**src/rtl/conv_sequencer.sv**
```systemverilog
// Convolution sequencer: loads image columns into memory, then streams
// them to the convolution unit and schedules result-memory writes.
module conv_sequencer #(
  parameter int ADDR_W   = 10,
  parameter int CONV_LAT = 2
) (
  input  logic              i_CLK,
  input  logic              i_rst_n,
  input  logic              i_load,
  input  logic              i_run,
  input  logic              i_valid,
  input  logic [ADDR_W-1:0] i_imgLength,
  output logic              o_wr_en,
  output logic [ADDR_W-1:0] o_wr_addr,
  output logic              o_rd_en,
  output logic [ADDR_W-1:0] o_rd_addr,
  output logic              o_conv_valid,
  output logic              o_out_we,
  output logic [ADDR_W-1:0] o_out_addr,
  output logic              o_EOP,
  output logic              o_overflow,
  output logic [2:0]        o_state
);

  typedef enum logic [2:0] {
    IDLE  = 3'd0,
    LOAD  = 3'd1,
    RUN   = 3'd2,
    DRAIN = 3'd3,
    DONE  = 3'd4
  } state_t;

  localparam int DW = $clog2(CONV_LAT + 1) + 1;

  state_t            state;
  state_t            nxt;
  logic [ADDR_W-1:0] cnt;
  logic [ADDR_W-1:0] len;
  logic [DW-1:0]     dcnt;
  logic              run_last;
  logic              enter_load;
  logic              enter_run;
  logic              enter_drain;

  // The first two columns only prime the window, hence the k>=2 gate.
  logic [CONV_LAT:0] we_pipe;
  logic [ADDR_W-1:0] oa_pipe [CONV_LAT+1];

  assign run_last    = (len == '0) || (cnt == len - ADDR_W'(1));
  assign enter_load  = (state == IDLE) && (nxt == LOAD);
  assign enter_run   = (state != RUN) && (nxt == RUN);
  assign enter_drain = (state != DRAIN) && (nxt == DRAIN);

  assign o_state    = state;
  assign o_out_we   = we_pipe[CONV_LAT];
  assign o_out_addr = oa_pipe[CONV_LAT];

  // State register.
  always_ff @(posedge i_CLK or negedge i_rst_n) begin
    if (!i_rst_n) state <= IDLE;
    else          state <= nxt;
  end

  // Next-state decode; run wins over load from IDLE.
  always_comb begin
    nxt = state;
    unique case (state)
      IDLE: begin
        if (i_run)       nxt = RUN;
        else if (i_load) nxt = LOAD;
      end
      LOAD: begin
        if (i_run)        nxt = RUN;
        else if (!i_load) nxt = IDLE;
      end
      RUN: begin
        if (run_last) nxt = DRAIN;
      end
      DRAIN: begin
        if (dcnt == DW'(CONV_LAT)) nxt = DONE;
      end
      DONE:    nxt = IDLE;
      default: nxt = IDLE;
    endcase
  end

  // Counters, memory strobes and the result-write delay line.
  always_ff @(posedge i_CLK or negedge i_rst_n) begin
    if (!i_rst_n) begin
      cnt          <= '0;
      len          <= '0;
      dcnt         <= '0;
      o_wr_en      <= 1'b0;
      o_wr_addr    <= '0;
      o_rd_en      <= 1'b0;
      o_rd_addr    <= '0;
      o_conv_valid <= 1'b0;
      o_EOP        <= 1'b0;
      o_overflow   <= 1'b0;
      we_pipe      <= '0;
      for (int i = 0; i <= CONV_LAT; i++) oa_pipe[i] <= '0;
    end else begin
      o_wr_en      <= 1'b0;
      o_rd_en      <= 1'b0;
      o_EOP        <= (nxt == DONE);
      o_conv_valid <= o_rd_en;
      we_pipe[0]   <= o_rd_en && (o_rd_addr >= ADDR_W'(2));
      oa_pipe[0]   <= o_rd_addr - ADDR_W'(2);
      for (int i = 1; i <= CONV_LAT; i++) begin
        we_pipe[i] <= we_pipe[i-1];
        oa_pipe[i] <= oa_pipe[i-1];
      end
      unique case (state)
        LOAD: begin
          if (i_valid) begin
            if (cnt < len) begin
              o_wr_en   <= 1'b1;
              o_wr_addr <= cnt;
              cnt       <= cnt + ADDR_W'(1);
            end else begin
              o_overflow <= 1'b1;
            end
          end
        end
        RUN: begin
          if (cnt < len) begin
            o_rd_en   <= 1'b1;
            o_rd_addr <= cnt;
            cnt       <= cnt + ADDR_W'(1);
          end
        end
        DRAIN:   dcnt <= dcnt + DW'(1);
        default: ;
      endcase
      if (enter_load) begin
        len        <= i_imgLength;
        cnt        <= '0;
        o_overflow <= 1'b0;
      end
      if (enter_run) begin
        len <= i_imgLength;
        cnt <= '0;
      end
      if (enter_drain) dcnt <= '0;
    end
  end

endmodule

```
**config.mk**
```make
export PLATFORM = sky130hd
export DESIGN_NAME = conv_sequencer
export DESIGN_NICKNAME = d
export VERILOG_FILES = /design/src/rtl/conv_sequencer.sv
export SDC_FILE = /design/constraint.sdc
export NUM_CORES = 1
export LEC_CHECK = 0
export CAP_MARGIN = 20
export CORE_MARGIN = 2
export CORE_UTILIZATION = 45
export CTS_BUF_LIST = sky130_fd_sc_hd__clkbuf_2 sky130_fd_sc_hd__clkbuf_4 sky130_fd_sc_hd__clkbuf_8
export CTS_CLUSTER_SIZE = 40
export DETAILED_ROUTE_END_ITERATION = 10
export HOLD_SLACK_MARGIN = 0.12
export PLACE_DENSITY = 0.71
export SLEW_MARGIN = 40
export SYNTH_ARGS = -nofsm -noshare
export SYNTH_HDL_FRONTEND = slang
export SYNTH_SLANG_ARGS = --single-unit
```
**constraint.sdc**
```tcl
create_clock -name i_CLK -period 2.4 [get_ports i_CLK]
set_clock_uncertainty 0.15 [all_clocks]
set_input_delay 0.48 -clock i_CLK [delete_from_list [all_inputs] [get_ports i_CLK]]
set_output_delay 0.48 -clock i_CLK [all_outputs]
set_load 0.005 [all_outputs]
```
* Yosys cells after proc, flatten, opt, wreduce, memory -nomap -nowiden *
Cells that the tools add are included.

word-level totals
  memory bits (writable) = 0
  bits in read-only memories = 0
  logic and storage cells = 74
  bits of input ports = 15
  output and inout bits = 39
  flip-flop bits (word level) = 84
  bits in latches = 0
  memories = 0

operators by class
  order comparisons = 2
  shifts and indexed selects = 0
  reductions and logical operators = 16
  bitwise logic cells = 0
  add/subtract/negate cells = 4
  div/mod/pow operators = 0
  equality and inequality tests = 13
  mux-type cells = 24
  $mul = 0

operator list
  cell                                                                count
  two-way mux 10 bit                                                  6
  two-way mux 3 bit                                                   8
  one-hot mux 10 bit (2 select lines)                                 1
  == test 3 x 2 -> 1 bit, second input constant                       5
  one-hot mux 3 bit (4 select lines)                                  1
  adder 10 x 1 -> 10 bit, second input constant                       1
  == test 10 bit                                                      1
  greater-or-equal comparator 10 x 2 -> 1 bit, second input constant  1
  logical NOT 10 bit                                                  1
  less-than comparator 10 bit                                         1
  subtractor 10 x 1 -> 10 bit, second input constant                  1
  subtractor 10 x 2 -> 10 bit, second input constant                  1
  two-way mux 1 bit                                                   8
  nonzero test 2 bit                                                  4
  == test 3 x 1 -> 1 bit, second input constant                       2
  inequality test 3 x 2 -> 1 bit, second input constant               2
  AND reduction 3 bit                                                 2
  logical AND 1 bit                                                   4
  inequality test 4 bit, second input constant                        1
  AND reduction 2 bit                                                 2
  nonzero test 4 bit                                                  1
  adder 3 x 1 -> 3 bit, second input constant                         1
  == test 3 bit, second input constant                                1
  logical NOT 3 bit                                                   1
  2 further kinds                                                     2

* Longest topological paths before layout *
  depth after elaboration = 9
  gate-level depth with buffers = 9
  mapped depth without buffers = 8

* Worst setup path after synthesis *
OpenSTA, ideal clock, no wires.

  path kind = flip-flop to flip-flop
  from = register len[2]
  to = register o_rd_addr[1]
  clock period less this slack = 2.565 ns
  library setup time = 0.125 ns
  setup slack = -0.165 ns
  arrival time = 2.290 ns
  cell stages (with the launch flop) = 10
  required time = 2.125 ns
  cell sequence = dfrtp_1 > inv_1 > ha_1 > o21ai_0 > a21oi_1 > o41ai_2 > nand2b_1 > nor3_1 > buf_2 > mux2_2

between the ends
  word-level cells in the longest chain between the ends = 2

RTL lines
  element                               RTL line  source
  start, declared                       38        logic [ADDR_W-1:0] len;
  start signal, assigned                136       len <= i_imgLength;
  start signal, assigned                141       len <= i_imgLength;
  less-than comparator 10 bit           126       if (cnt < len) begin
  AND reduction 2 bit (no source line)  -
  end signal, assigned                  128       o_rd_addr <= cnt;
  end, declared                         16        output logic [ADDR_W-1:0] o_rd_addr,

Every way passes these cells.
A chain may end at the register's enable or synchronous reset.

* Worst setup path after layout *
  from = register cnt[2]
  to = register o_rd_addr[3]

between the ends
  word-level cells in the longest chain between the ends = 2

RTL lines
  element                               RTL line  source
  start, declared                       37        logic [ADDR_W-1:0] cnt;
  start signal, assigned                119       cnt <= cnt + ADDR_W'(1);
  start signal, assigned                129       cnt <= cnt + ADDR_W'(1);
  less-than comparator 10 bit           126
  AND reduction 2 bit (no source line)  -

Every way passes these cells.

==> impl_metrics.csv <==
group,metric,value,unit
clock_network,cts.sinks,84,
logic_synthesis,ys_top_cells_by_area,"dfrtp_1 57%, mux2_2 6.1%, ha_1 5.5%",
logic_synthesis,synthFlopType,"dfrtp_1",
placement,place.gp.congestion,0.799,
global_routing,gr-usage-all-layers,19.0,%
logic_synthesis,synth_edf_count,0,
global_routing,antenna_found_initial,0,
floorplanning,core_area,0.00781,mm^2
clock_network,clock_latency,360,ps
drt,routed_via_density,5.06,
cells_and_area,syn_to_final_growth,34.3,%
clock_network,cts-root-buf,"clkbuf_8",
placement,dpl.hpwl,5.48,mm
cells_and_area,final_common_cell,"dfrtp_1",
timing,fmaxAchievable,0.417,GHz
worst_setup_path,worstSetupPathType,"flop to flop",
timing,rsz0062_at_grt,"yes",
global_routing,grt_max_degree,50,
outcome,violations,"setup timing",
logic_synthesis,synth_top_area_share,57.3,%
timing,relSlewSlack,59.2,%
worst_setup_path,worstPathArrival,2500,ps
hold_path,hp-class,"flop to flop",
global_routing,grt_pass1_wl,12.9,mm
outcome,outcome,"finished, violations left",
floorplanning,start_util,47.0,%
logic_synthesis,async_flop_share,100,%
floorplanning,die_w,94.3,um
cells_and_area,drive_gt1_share,24.2,%
timing,min_period_over_period,100,%
drt,first_pass_iters,4,
clock_network,clk_pin_slew,90,ps
clock_network,cts_buffers,9,
drt,antenna_left,0,
worst_setup_path,critical_path.max_fanout,6,
run,cap_violations,0,
worst_setup_path,start_kind,"flop",
global_routing,grt_overflow,0,
logic_synthesis,synth_seq_cells,84,
floorplanning,die_height,94.3,um
timing,report.final.slew_viol_count,0,
logic_synthesis,yosysSeqAreaShare,57.3,%
clock_network,h-tree-depth,3,
logic_synthesis,avgSynthCellArea,11.6,um^2
logic_synthesis,syn_inst,315,
cells_and_area,antenna_cells,0,
worst_setup_path,end_kind,"flop",
drt,wl,7.86,mm
placement,io_buffers,53,
placement,dpl_worst_slack,-119,ps
cells_and_area,layout.nets,439,
timing,setup_tns,-0.619,ps
pwr,p_leak,0.00232,uW
logic_synthesis,synth_top_cell_by_area,"dfrtp_1",
clock_network,cts_buffer_depth,2,
clock_network,cts_tree,"done",
pwr,powerDensity,1250,mW/mm^2
global_routing,grt_pass1_vias,2643,
cells_and_area,fin_util,63.1,%
drt,vias,2607,
cells_and_area,layout_common_cells,"84 x dfrtp_1, 52 x clkdlybuf4s50_1, 43 x buf_4, 23 x nand2_1, 20 x mux2_4",
timing,finalHoldWorstSlack,205,ps
logic_synthesis,syn-cell-area,0.00367,mm^2
floorplanning,placementRows,32,
timing,period_needed,2400,ps
logic_synthesis,syn_nets,346,
timing,setup_ws,-0.619,ps
drt,drtIter0Drc,114,
timing,worst_pin_slew,612,ps
timing,hold_viol_final,0,
floorplanning,io_pins,54,
pwr,irDropWorstVdd,0.000504,V
drt,drc,0,
worst_setup_path,required,2500,ps
logic_synthesis,synth_warnings,0,
floorplanning,dieArea,0.00888,mm^2
timing,setup-violations-final,1,
drt,drt-wirelength-per-cell,15.3,um
logic_synthesis,synthDistinctLibCells,42,
-- where the power goes --
| part | leakage, uW | switching [uW] | internal (uW) | total (uW) |
|---|---|---|---|---|
| combinational | 0.00114 | 1350 | 1510 | 2860 |
| sequential | 0.00107 | 315 | 1930 | 2250 |
| clock | 0.000107 | 548 | 499 | 1050 |
-- synth_stat cells (2+ instances only) --
| cell | instances |
|---|---|
| o21ai_0 | 20 |
| xnor2_1 | 11 |
| mux2_2 | 20 |
| xor2_1 | 13 |
| nor3b_1 | 2 |
| mux2i_1 | 2 |
| nor4_1 | 2 |
| buf_2 | 2 |
| dfrtp_1 | 84 |
| or3_1 | 5 |
| a31oi_1 | 2 |
| clkbuf_1 | 6 |
| and2_1 | 4 |
| buf_4 | 10 |
| nand4_1 | 6 |
| nor2_1 | 18 |
| a21oi_1 | 12 |
| nand2_1 | 22 |
| nand2b_1 | 4 |
| nand3_1 | 10 |
| and3_1 | 3 |
| nor3_1 | 6 |
| ha_1 | 16 |
| inv_1 | 17 |
-- worst max-delay path, stage by stage, from the launching register on --
cell	delay (ps)
dfrtp_1	410
ha_1	310
o21ai_2	160
a21oi_2	60
o41ai_4	310
nand2b_1	190
nor3_4	220
buf_6	190
mux2_4	310
-- metrics by stage --
step	std cells	total power [uW]	area, um^2
floorplan	315	3720	3690
global placement	489	4670	4510
detailed placement	489	4760	4510
CTS	506	5820	4730
global route	515	6650	4920
finish	515	6160	4920
-- registers in the layout, indices dropped and copies added (netlist names), 3 cells and up --
register / cells
cnt: 10
o_wr_addr: 10
o_rd_addr: 10
o_state: 3
len: 10
o_out_addr: 10
dcnt: 3
oa_pipe: 20
we_pipe: 3
-- layout make-up --
cell class / count / area (um^2)
flip-flops and latches: 84 / 2100
well taps: 102 / 128
repair buffers: 99 / 887
clock buffers: 9 / 124
multi-input cells: 197 / 1540
fillers: 621 / 2880
inverters: 17 / 63.8
clock inverters: 7 / 81.3
-- per-layer routing --
metal / global-route usage, % / share of wire (%)
met5: 0 / 0
met1: 25.1 / 46
met3: 3.53 / 4.4
met2: 30.2 / 48
met4: 8.94 / 1.9
-- kinds of logic (layout without fill, tap and decap cells) --
| family | Yosys count | in the layout | share of synthesized area [%] |
|---|---|---|---|
| adder cells (fa/ha/maj) | 16 | 16 | 5.46 |
| AO/OA/AOI/OAI | 43 | 43 | 7.13 |
| AND/OR/NAND/NOR | 91 | 92 | 13.0 |
| XOR/XNOR | 24 | 24 | 5.73 |
| buffers and inverters | 35 | 132 | 4.68 |
| flip-flops | 84 | 84 | 57.3 |
| multiplexers | 22 | 22 | 6.69 |
-- worst paths after layout --
kind,startpoint,endpoint,slack [ps],cells after the start
worst max-delay path,cnt[2]$_DFFE_PN0P_,o_rd_addr[3]$_DFFE_PN0P_,-0.6,8
worst min-delay path,oa_pipe[25]$_DFF_PN0_,oa_pipe[15]$_DFF_PN0_,200,0
min in group asynchronous,i_rst_n,len[2]$_DFFE_PN0P_,510,2
max in group asynchronous,i_rst_n,o_out_addr[9]$_DFF_PN0_,960,3
worst max register to register,cnt[2]$_DFFE_PN0P_,o_rd_addr[3]$_DFFE_PN0P_,-0.6,8
worst min register to register,oa_pipe[25]$_DFF_PN0_,oa_pipe[15]$_DFF_PN0_,200,0
-- timing repair --
action,4_1_cts,5_1_grt
resized for setup,0,37
hold buffers,1,0
setup buffers,0,7
endpoints found under the hold margin,45,0
endpoints found under the setup margin,0,29
Power figures use the tool's default switching activity.
